`src/rtl/gbvga_pkg.sv`:
```
// Shared constants and types for the Game Boy capture / VGA scan-out framebuffer path.
// Latency: n/a (types and constants only).
// Backpressure: n/a.
package gbvga_pkg;

    // Framebuffer geometry. The scan-out side uses H_PIX as its line stride.
    localparam int unsigned H_PIX     = 160;
    localparam int unsigned V_PIX     = 144;
    localparam int unsigned FB_ADDR_W = 15;   // holds H_PIX*V_PIX-1 = 23039

    typedef enum logic {
        WAIT_FRAME = 1'b0,
        CAPTURE    = 1'b1
    } capture_state_t;

endpackage

```
`src/rtl/gb_sync_edge.sv`:
```
// Two-flop synchroniser with a third stage giving registered rise/fall strobes.
// Latency: level valid 2 clk after the pin, rise/fall strobes 3 clk after the pin.
// Backpressure: none; strobes are single-cycle and must be consumed when seen.
//
// Ports:
//   clk, reset_n : clock and async active-low reset
//   din          : asynchronous inputs
//   level        : synchronised level (second flop)
//   rise, fall   : one-cycle edge strobes, registered
module gb_sync_edge #(
    parameter int unsigned W = 1
) (
    input  logic         clk,
    input  logic         reset_n,
    input  logic [W-1:0] din,
    output logic [W-1:0] level,
    output logic [W-1:0] rise,
    output logic [W-1:0] fall
);

    logic [W-1:0] s1;
    logic [W-1:0] s2;
    logic [W-1:0] s3;

    always_ff @(posedge clk or negedge reset_n) begin
        if (!reset_n) begin
            s1   <= '0;
            s2   <= '0;
            s3   <= '0;
            rise <= '0;
            fall <= '0;
        end else begin
            s1   <= din;
            s2   <= s1;
            s3   <= s2;
            rise <= s2 & ~s3;
            fall <= ~s2 & s3;
        end
    end

    assign level = s2;

endmodule

```
`src/rtl/gb_capture_ctrl.sv`:
```
// Captures Game Boy LCD pixels into the 2bpp framebuffer at address row*H_PIX+col.
// Latency: GB pin edge to wren is 4 clk (2 sync, edge register, write register).
// Backpressure: none; clk must run >= 4x gb_cp so at most one pixel is in flight.
//
// Ports:
//   clk, reset_n            : clock and async active-low reset
//   enable                  : capture enable, low forces WAIT_FRAME; rising edge clears errors
//   gb_cp/gb_hs/gb_vs/gb_d  : asynchronous GB LCD pins
//   wraddress/wrdata/wren   : framebuffer write port, wren is a one-cycle strobe
//   frame_done              : one-cycle pulse when the last line of a frame completes
//   in_frame                : high while in CAPTURE
//   err_overflow            : sticky, pixel arrived beyond the line or frame
//   err_short_line          : sticky, line latch with a column count other than H_PIX
module gb_capture_ctrl #(
    parameter int unsigned H_PIX  = gbvga_pkg::H_PIX,
    parameter int unsigned V_PIX  = gbvga_pkg::V_PIX,
    parameter int unsigned ADDR_W = gbvga_pkg::FB_ADDR_W,
    parameter bit          INVERT = 1'b1
) (
    input  logic              clk,
    input  logic              reset_n,
    input  logic              enable,
    input  logic              gb_cp,
    input  logic              gb_hs,
    input  logic              gb_vs,
    input  logic [1:0]        gb_d,
    output logic [ADDR_W-1:0] wraddress,
    output logic [1:0]        wrdata,
    output logic              wren,
    output logic              frame_done,
    output logic              in_frame,
    output logic              err_overflow,
    output logic              err_short_line
);

    import gbvga_pkg::*;

    localparam logic [7:0]        H_LIM  = 8'(H_PIX);
    localparam logic [7:0]        V_LIM  = 8'(V_PIX);
    localparam logic [ADDR_W-1:0] H_STEP = ADDR_W'(H_PIX);

    // Control pins share one synchroniser: bit 0 = cp, 1 = hs, 2 = vs.
    logic [2:0] ctl_lvl;
    logic [2:0] ctl_rise;
    logic [2:0] ctl_fall;
    logic [1:0] d_lvl;
    logic [1:0] d_rise;
    logic [1:0] d_fall;

    gb_sync_edge #(.W(3)) u_sync_ctl (
        .clk     (clk),
        .reset_n (reset_n),
        .din     ({gb_vs, gb_hs, gb_cp}),
        .level   (ctl_lvl),
        .rise    (ctl_rise),
        .fall    (ctl_fall)
    );

    gb_sync_edge #(.W(2)) u_sync_d (
        .clk     (clk),
        .reset_n (reset_n),
        .din     (gb_d),
        .level   (d_lvl),
        .rise    (d_rise),
        .fall    (d_fall)
    );

    logic unused_sync;
    assign unused_sync = ^{ctl_lvl[1:0], ctl_rise[2], ctl_rise[0], ctl_fall[2:1], d_rise, d_fall};

    logic cp_fall;
    logic hs_rise;
    logic vs_lvl;
    assign cp_fall = ctl_fall[0];
    assign hs_rise = ctl_rise[1];
    assign vs_lvl  = ctl_lvl[2];

    capture_state_t    state;
    logic [7:0]        col;
    logic [7:0]        row;
    logic [ADDR_W-1:0] row_base;
    logic [1:0]        d_s3;      // data stage aligned with the cp edge strobe
    logic              en_q;

    logic       pix_ok;
    logic [7:0] col_inc;
    logic [7:0] col_after;
    logic [7:0] row_inc;

    assign pix_ok  = (col < H_LIM) && (row < V_LIM);
    assign col_inc = col + 8'd1;
    assign row_inc = row + 8'd1;
    // A pixel landing in the same cycle as the line latch still counts toward the line.
    assign col_after = (cp_fall && pix_ok) ? col_inc : col;

    always_ff @(posedge clk or negedge reset_n) begin
        if (!reset_n) begin
            state          <= WAIT_FRAME;
            col            <= '0;
            row            <= '0;
            row_base       <= '0;
            wraddress      <= '0;
            wrdata         <= '0;
            wren           <= 1'b0;
            frame_done     <= 1'b0;
            in_frame       <= 1'b0;
            err_overflow   <= 1'b0;
            err_short_line <= 1'b0;
            en_q           <= 1'b0;
            d_s3           <= '0;
        end else begin
            wren       <= 1'b0;
            frame_done <= 1'b0;
            en_q       <= enable;
            d_s3       <= d_lvl;

            // New capture session starts with clean error flags.
            if (enable && !en_q) begin
                err_overflow   <= 1'b0;
                err_short_line <= 1'b0;
            end

            if (!enable) begin
                state    <= WAIT_FRAME;
                in_frame <= 1'b0;
            end else begin
                case (state)
                    WAIT_FRAME: begin
                        if (hs_rise && vs_lvl) begin
                            col      <= '0;
                            row      <= '0;
                            row_base <= '0;
                            state    <= CAPTURE;
                            in_frame <= 1'b1;
                        end
                    end
                    CAPTURE: begin
                        if (cp_fall) begin
                            if (pix_ok) begin
                                wren      <= 1'b1;
                                wraddress <= row_base + ADDR_W'(col);
                                wrdata    <= d_s3 ^ {2{INVERT}};
                                col       <= col_inc;
                            end else begin
                                err_overflow <= 1'b1;
                            end
                        end
                        if (hs_rise) begin
                            col <= '0;
                            if (col_after != H_LIM) begin
                                err_short_line <= 1'b1;
                            end
                            if (vs_lvl) begin
                                // Frame marker seen mid-frame: restart at the top, no frame_done.
                                row            <= '0;
                                row_base       <= '0;
                                err_short_line <= 1'b1;
                            end else begin
                                row      <= row_inc;
                                row_base <= row_base + H_STEP;
                                if (row_inc == V_LIM) begin
                                    frame_done <= 1'b1;
                                    state      <= WAIT_FRAME;
                                    in_frame   <= 1'b0;
                                end
                            end
                        end
                    end
                    default: begin
                        state    <= WAIT_FRAME;
                        in_frame <= 1'b0;
                    end
                endcase
            end
        end
    end

endmodule

```
`config.mk`:
```
export PLATFORM = sky130hd
export DESIGN_NAME = gb_capture_ctrl
export DESIGN_NICKNAME = d
export VERILOG_FILES = /design/src/rtl/gbvga_pkg.sv /design/src/rtl/gb_sync_edge.sv /design/src/rtl/gb_capture_ctrl.sv
export SDC_FILE = /design/constraint.sdc
export NUM_CORES = 1
export LEC_CHECK = 0
export ABC_AREA = 1
export CORE_AREA = 2 2 91 93
export DETAILED_ROUTE_END_ITERATION = 8
export DIE_AREA = 0 0 93 95
export PLACE_DENSITY = 0.63
export SETUP_SLACK_MARGIN = 0.3
export SLEW_MARGIN = 0
export SYNTH_ARGS = -nofsm -noshare
export SYNTH_HDL_FRONTEND = slang
export SYNTH_SLANG_ARGS = --single-unit
```
`constraint.sdc`:
```
create_clock -name clk -period 1.7 [get_ports clk]
set_input_delay 0.34 -clock clk [delete_from_list [all_inputs] [get_ports clk]]
set_output_delay 0.34 -clock clk [all_outputs]
set_load 0.02 [all_outputs]
```
==> reports/summary.txt <==
Outcome -> complete, no violations
Initial antenna violation count -> 0
RR Endpoint -> wraddress[11]
Final setup margin -> 0.0131 ns
CTS root buf -> clkbuf_8
DRC viols -> 0
Vias -> 2,544
Critical Path Stages -> 10
Post-Route WL -> 7190 um
Vias per std cell -> 4.74
Dpl ws -> -0.246 ns
Core area -> 7930 um2
Htree depth -> 3
Filler cells -> 699
Min-delay src -> u_sync_ctl.s1[0]
Critical path launch point -> col[6]
Setup crit start kind -> flop
Crit path buffers/inverters -> 3
Max stage delay on crit path -> 0.44 ns
Die H -> 95 um
Most frequent cells in the layout -> nand2_1 (61), dfrtp_1 (55), buf_4 (28)
WP data required -> 1.94 ns
Slowest CP cell -> dfrtp_2
Worst Hold End -> u_sync_ctl.level[0]
# clock sinks -> 66
Tmin final -> 1.69 ns
GRT overflow -> 0
P_leak -> 2.09 nW
Critical path arrival -> 1.93 ns
CP Cell Sequence -> buf_6 > nor2_4 > nor2_4 > a21oi_4 > nand2_4 > nor2_8 > buf_12 > clkinv_16 > nand2_1 > o21ai_1
Drt pass-1 iters -> 4
PortBufs -> 29
Distinct cells, synth -> 33
Max VDD drop -> 0.555 mV
Clock latency on the worst-skew pair -> 0.35 ns
Logic pwr share -> 12.2%
Share of cells above drive strength 1 -> 41.4%
DIE AREA -> 8840 um2
Post-DRT Antenna Nets -> 0
Top Family by Delay on Critical Path -> simple AND/OR/NAND/NOR gates
Pwr/cell area -> 785 nW/um2
Crit path top cell by count -> nor2_4
Layout Area Growth over Synthesis -> 46.5%
Min-delay worst type -> flop to flop
Pin count of the biggest net entering global routing -> 28
Reg2Reg Depth -> 10
Clock share of power -> 39.1%
WS Path Type -> flop to flop
CP Max Fanout -> 13
Die boundary width -> 93 um
Share of total power in sequential cells -> 48.8%
Leading area contributor after synthesis -> dfrtp_1
Max Transition Viols Final -> 0
Max cap viols -> 0
Switching fraction of total power -> 26.5%
Max Freq -> 593 MHz
Global Route Usage Sum -> 15.9%
Final period util -> 99.2%
Number of hold violations in the final report -> 0
Clock Tree Buf Depth -> 2
Placed cell count -> 492
Hold path depth -> 0
Mapped Nets -> 360
Synthesized instance count -> 345
Total CTS buffers -> 9
Sequential-to-total area share from yosys stat -> 53.6%
DR iter-0 viols -> 146
Final non-filler cell total -> 537
Synth top area cells -> dfrtp_1 (54%), nand2_1 (11%), nor2_1 (4.6%), inv_1 (4.5%), o21ai_2 (3.7%)
Final Util -> 56.9%
Synth warn -> 0
Int Power -> 2.60 mW
Total Nets Final -> 442
Flop-to-flop setup slack -> 0.01 ns
RSZ-0062 raised after global routing -> yes
Routability cong. -> 0.861
Number of global-route vias before repair -> 2,331
Worst Skew -> 0.0102 ns
WL per Instance -> 13.4 um
Final setup fails -> 0
Pwr Total -> 3.54 mW
Rel. slew slack -> 64.7%
I/O pin count -> 30
Reg2reg start -> col[6]
CTS tree -> yes
First-pass GRT wire length -> 10,900 um
HPWL Detailed -> 4360 um
Core Rows -> 33
Yosys reg bits -> 66
Worst-path clk slew -> 0.08 ns
Most common cell after layout, fill and taps aside -> nand2_1
Crit. End Element -> flop
Avg Inst Size Synth -> 8.93 um2
Tightest Pin Transition -> 0.527 ns
P_sw -> 0.938 mW
Netlist Area Pre-Place -> 3080 um2
Initial Util -> 38.9%
Share of the synthesized area in the top cell type -> 53.6%
ANT cells -> 0
power groups by stage:
stage / Combinational (mW) / Sequential (mW) / Clock, mW
after floorplan: 0.149 / 1.77 / 0
after global placement: 0.350 / 1.74 / 0
after detailed placement: 0.355 / 1.74 / 0
after CTS: 0.377 / 1.71 / 1.42
after global routing: 0.483 / 1.74 / 1.50
final: 0.432 / 1.73 / 1.38
routing by layer:
metal / vias to the layer above / wire [um] / share of wire (%) / GRT usage (%)
met2: 50 / 3490 / 49 / 24.0
met1: 1192 / 3280 / 46 / 22.0
li1: 1288 / - / - / -
met5: - / 0 / 0 / 0
met4: 0 / 177 / 2.5 / 7.84
met3: 14 / 234 / 3.3 / 3.11
layout make-up:
cell class | instances | area, um2 | area share (%)
sequential | 66 | 1670 | 36.9
tap | 105 | 131 | 2.91
clock buffer | 11 | 151 | 3.35
clock inverter | 5 | 61.3 | 1.36
timing repair inverter | 2 | 46.3 | 1.03
multi-input combinational | 235 | 1620 | 35.8
timing repair buffer | 73 | 674 | 14.9
inverter | 40 | 169 | 3.74
worst reg2reg max path: cells and delay by family (launching register included):
kind                   cells  cell delay [ns]
AND/OR/NAND/NOR            5             0.54
flip-flops                 1             0.44
buffers and inverters      3             0.38
AO/OA/AOI/OAI              2             0.23
sequential cells by signal, summed over array words and instances, names as in the netlist:
signal,cells
wren,1
u_sync_ctl.level,3
row,8
wraddress,15
u_sync_d.level,2
u_sync_ctl.s1,3
in_frame,1
u_sync_ctl.rise,1
u_sync_ctl.fall,1
col,8
wrdata,2
state,1
u_sync_d.s1,2
err_short_line,1
en_q,1
row_base,10
u_sync_ctl.s3,2
frame_done,1
d_s3,2
err_overflow,1
synth_stat cells:
cell type and number:
inv_4 1, nand2_2 4, inv_2 2, o31ai_1 3, o21ai_2 13, nand2_1 90
buf_6 2, a21o_1 1, nor2_8 1, ha_1 7, nor2_1 38, buf_4 1
o31ai_2 1, a21oi_1 5, or2_1 1, nor4_1 2, nand2_4 1, dfrtp_1 66
buf_2 2, a22oi_1 2, o21ai_1 6, a22o_1 3, o211ai_2 1, inv_1 37
xor2_1 7, o21ai_0 16, o22ai_1 5, nor3_1 1, nand3_1 19, xnor2_1 2
a21oi_2 1, nor2_4 1, nand4_1 3
through the flow:
step | hold slack [ns] | instance area (um2) | setup TNS, ns
finish | 0.349 | 4510 | 0
global route | 0.363 | 4510 | -0.285
CTS | 0.353 | 4080 | 0
detailed placement | 0.336 | 3670 | -4.79
global placement | 0.334 | 3670 | -3.73
floorplan | 0.0444 | 3140 | 0
timing repair:
item / 4_1_cts / 5_1_grt
hold buffers: 1 / 0
pin swaps: 15 / 29
gates resized for setup: 61 / 112
setup buffers: 11 / 14
endpoints found under the hold margin: 19 / 0
cloned: 1 / 2
setup endpoints to repair: 69 / 59
worst max-delay path by stage:
stage               endpoint
2_1_floorplan  wraddress[14]
3_3_place_gp          row[6]
3_5_place_dp          row[7]
4_1_cts                state
5_1_grt                state
6_report       wraddress[11]
cell families after synthesis:
group	count (synthesis)	synth area share, %
AND/OR/NAND/NOR	161	22.2
flip-flops	66	53.6
AO/OA/AOI/OAI	57	12.5
buffers and inverters	45	6.25
XOR/XNOR	9	2.56
adder cells (fa/ha/maj)	7	2.84
Power figures use the tool's default switching activity.
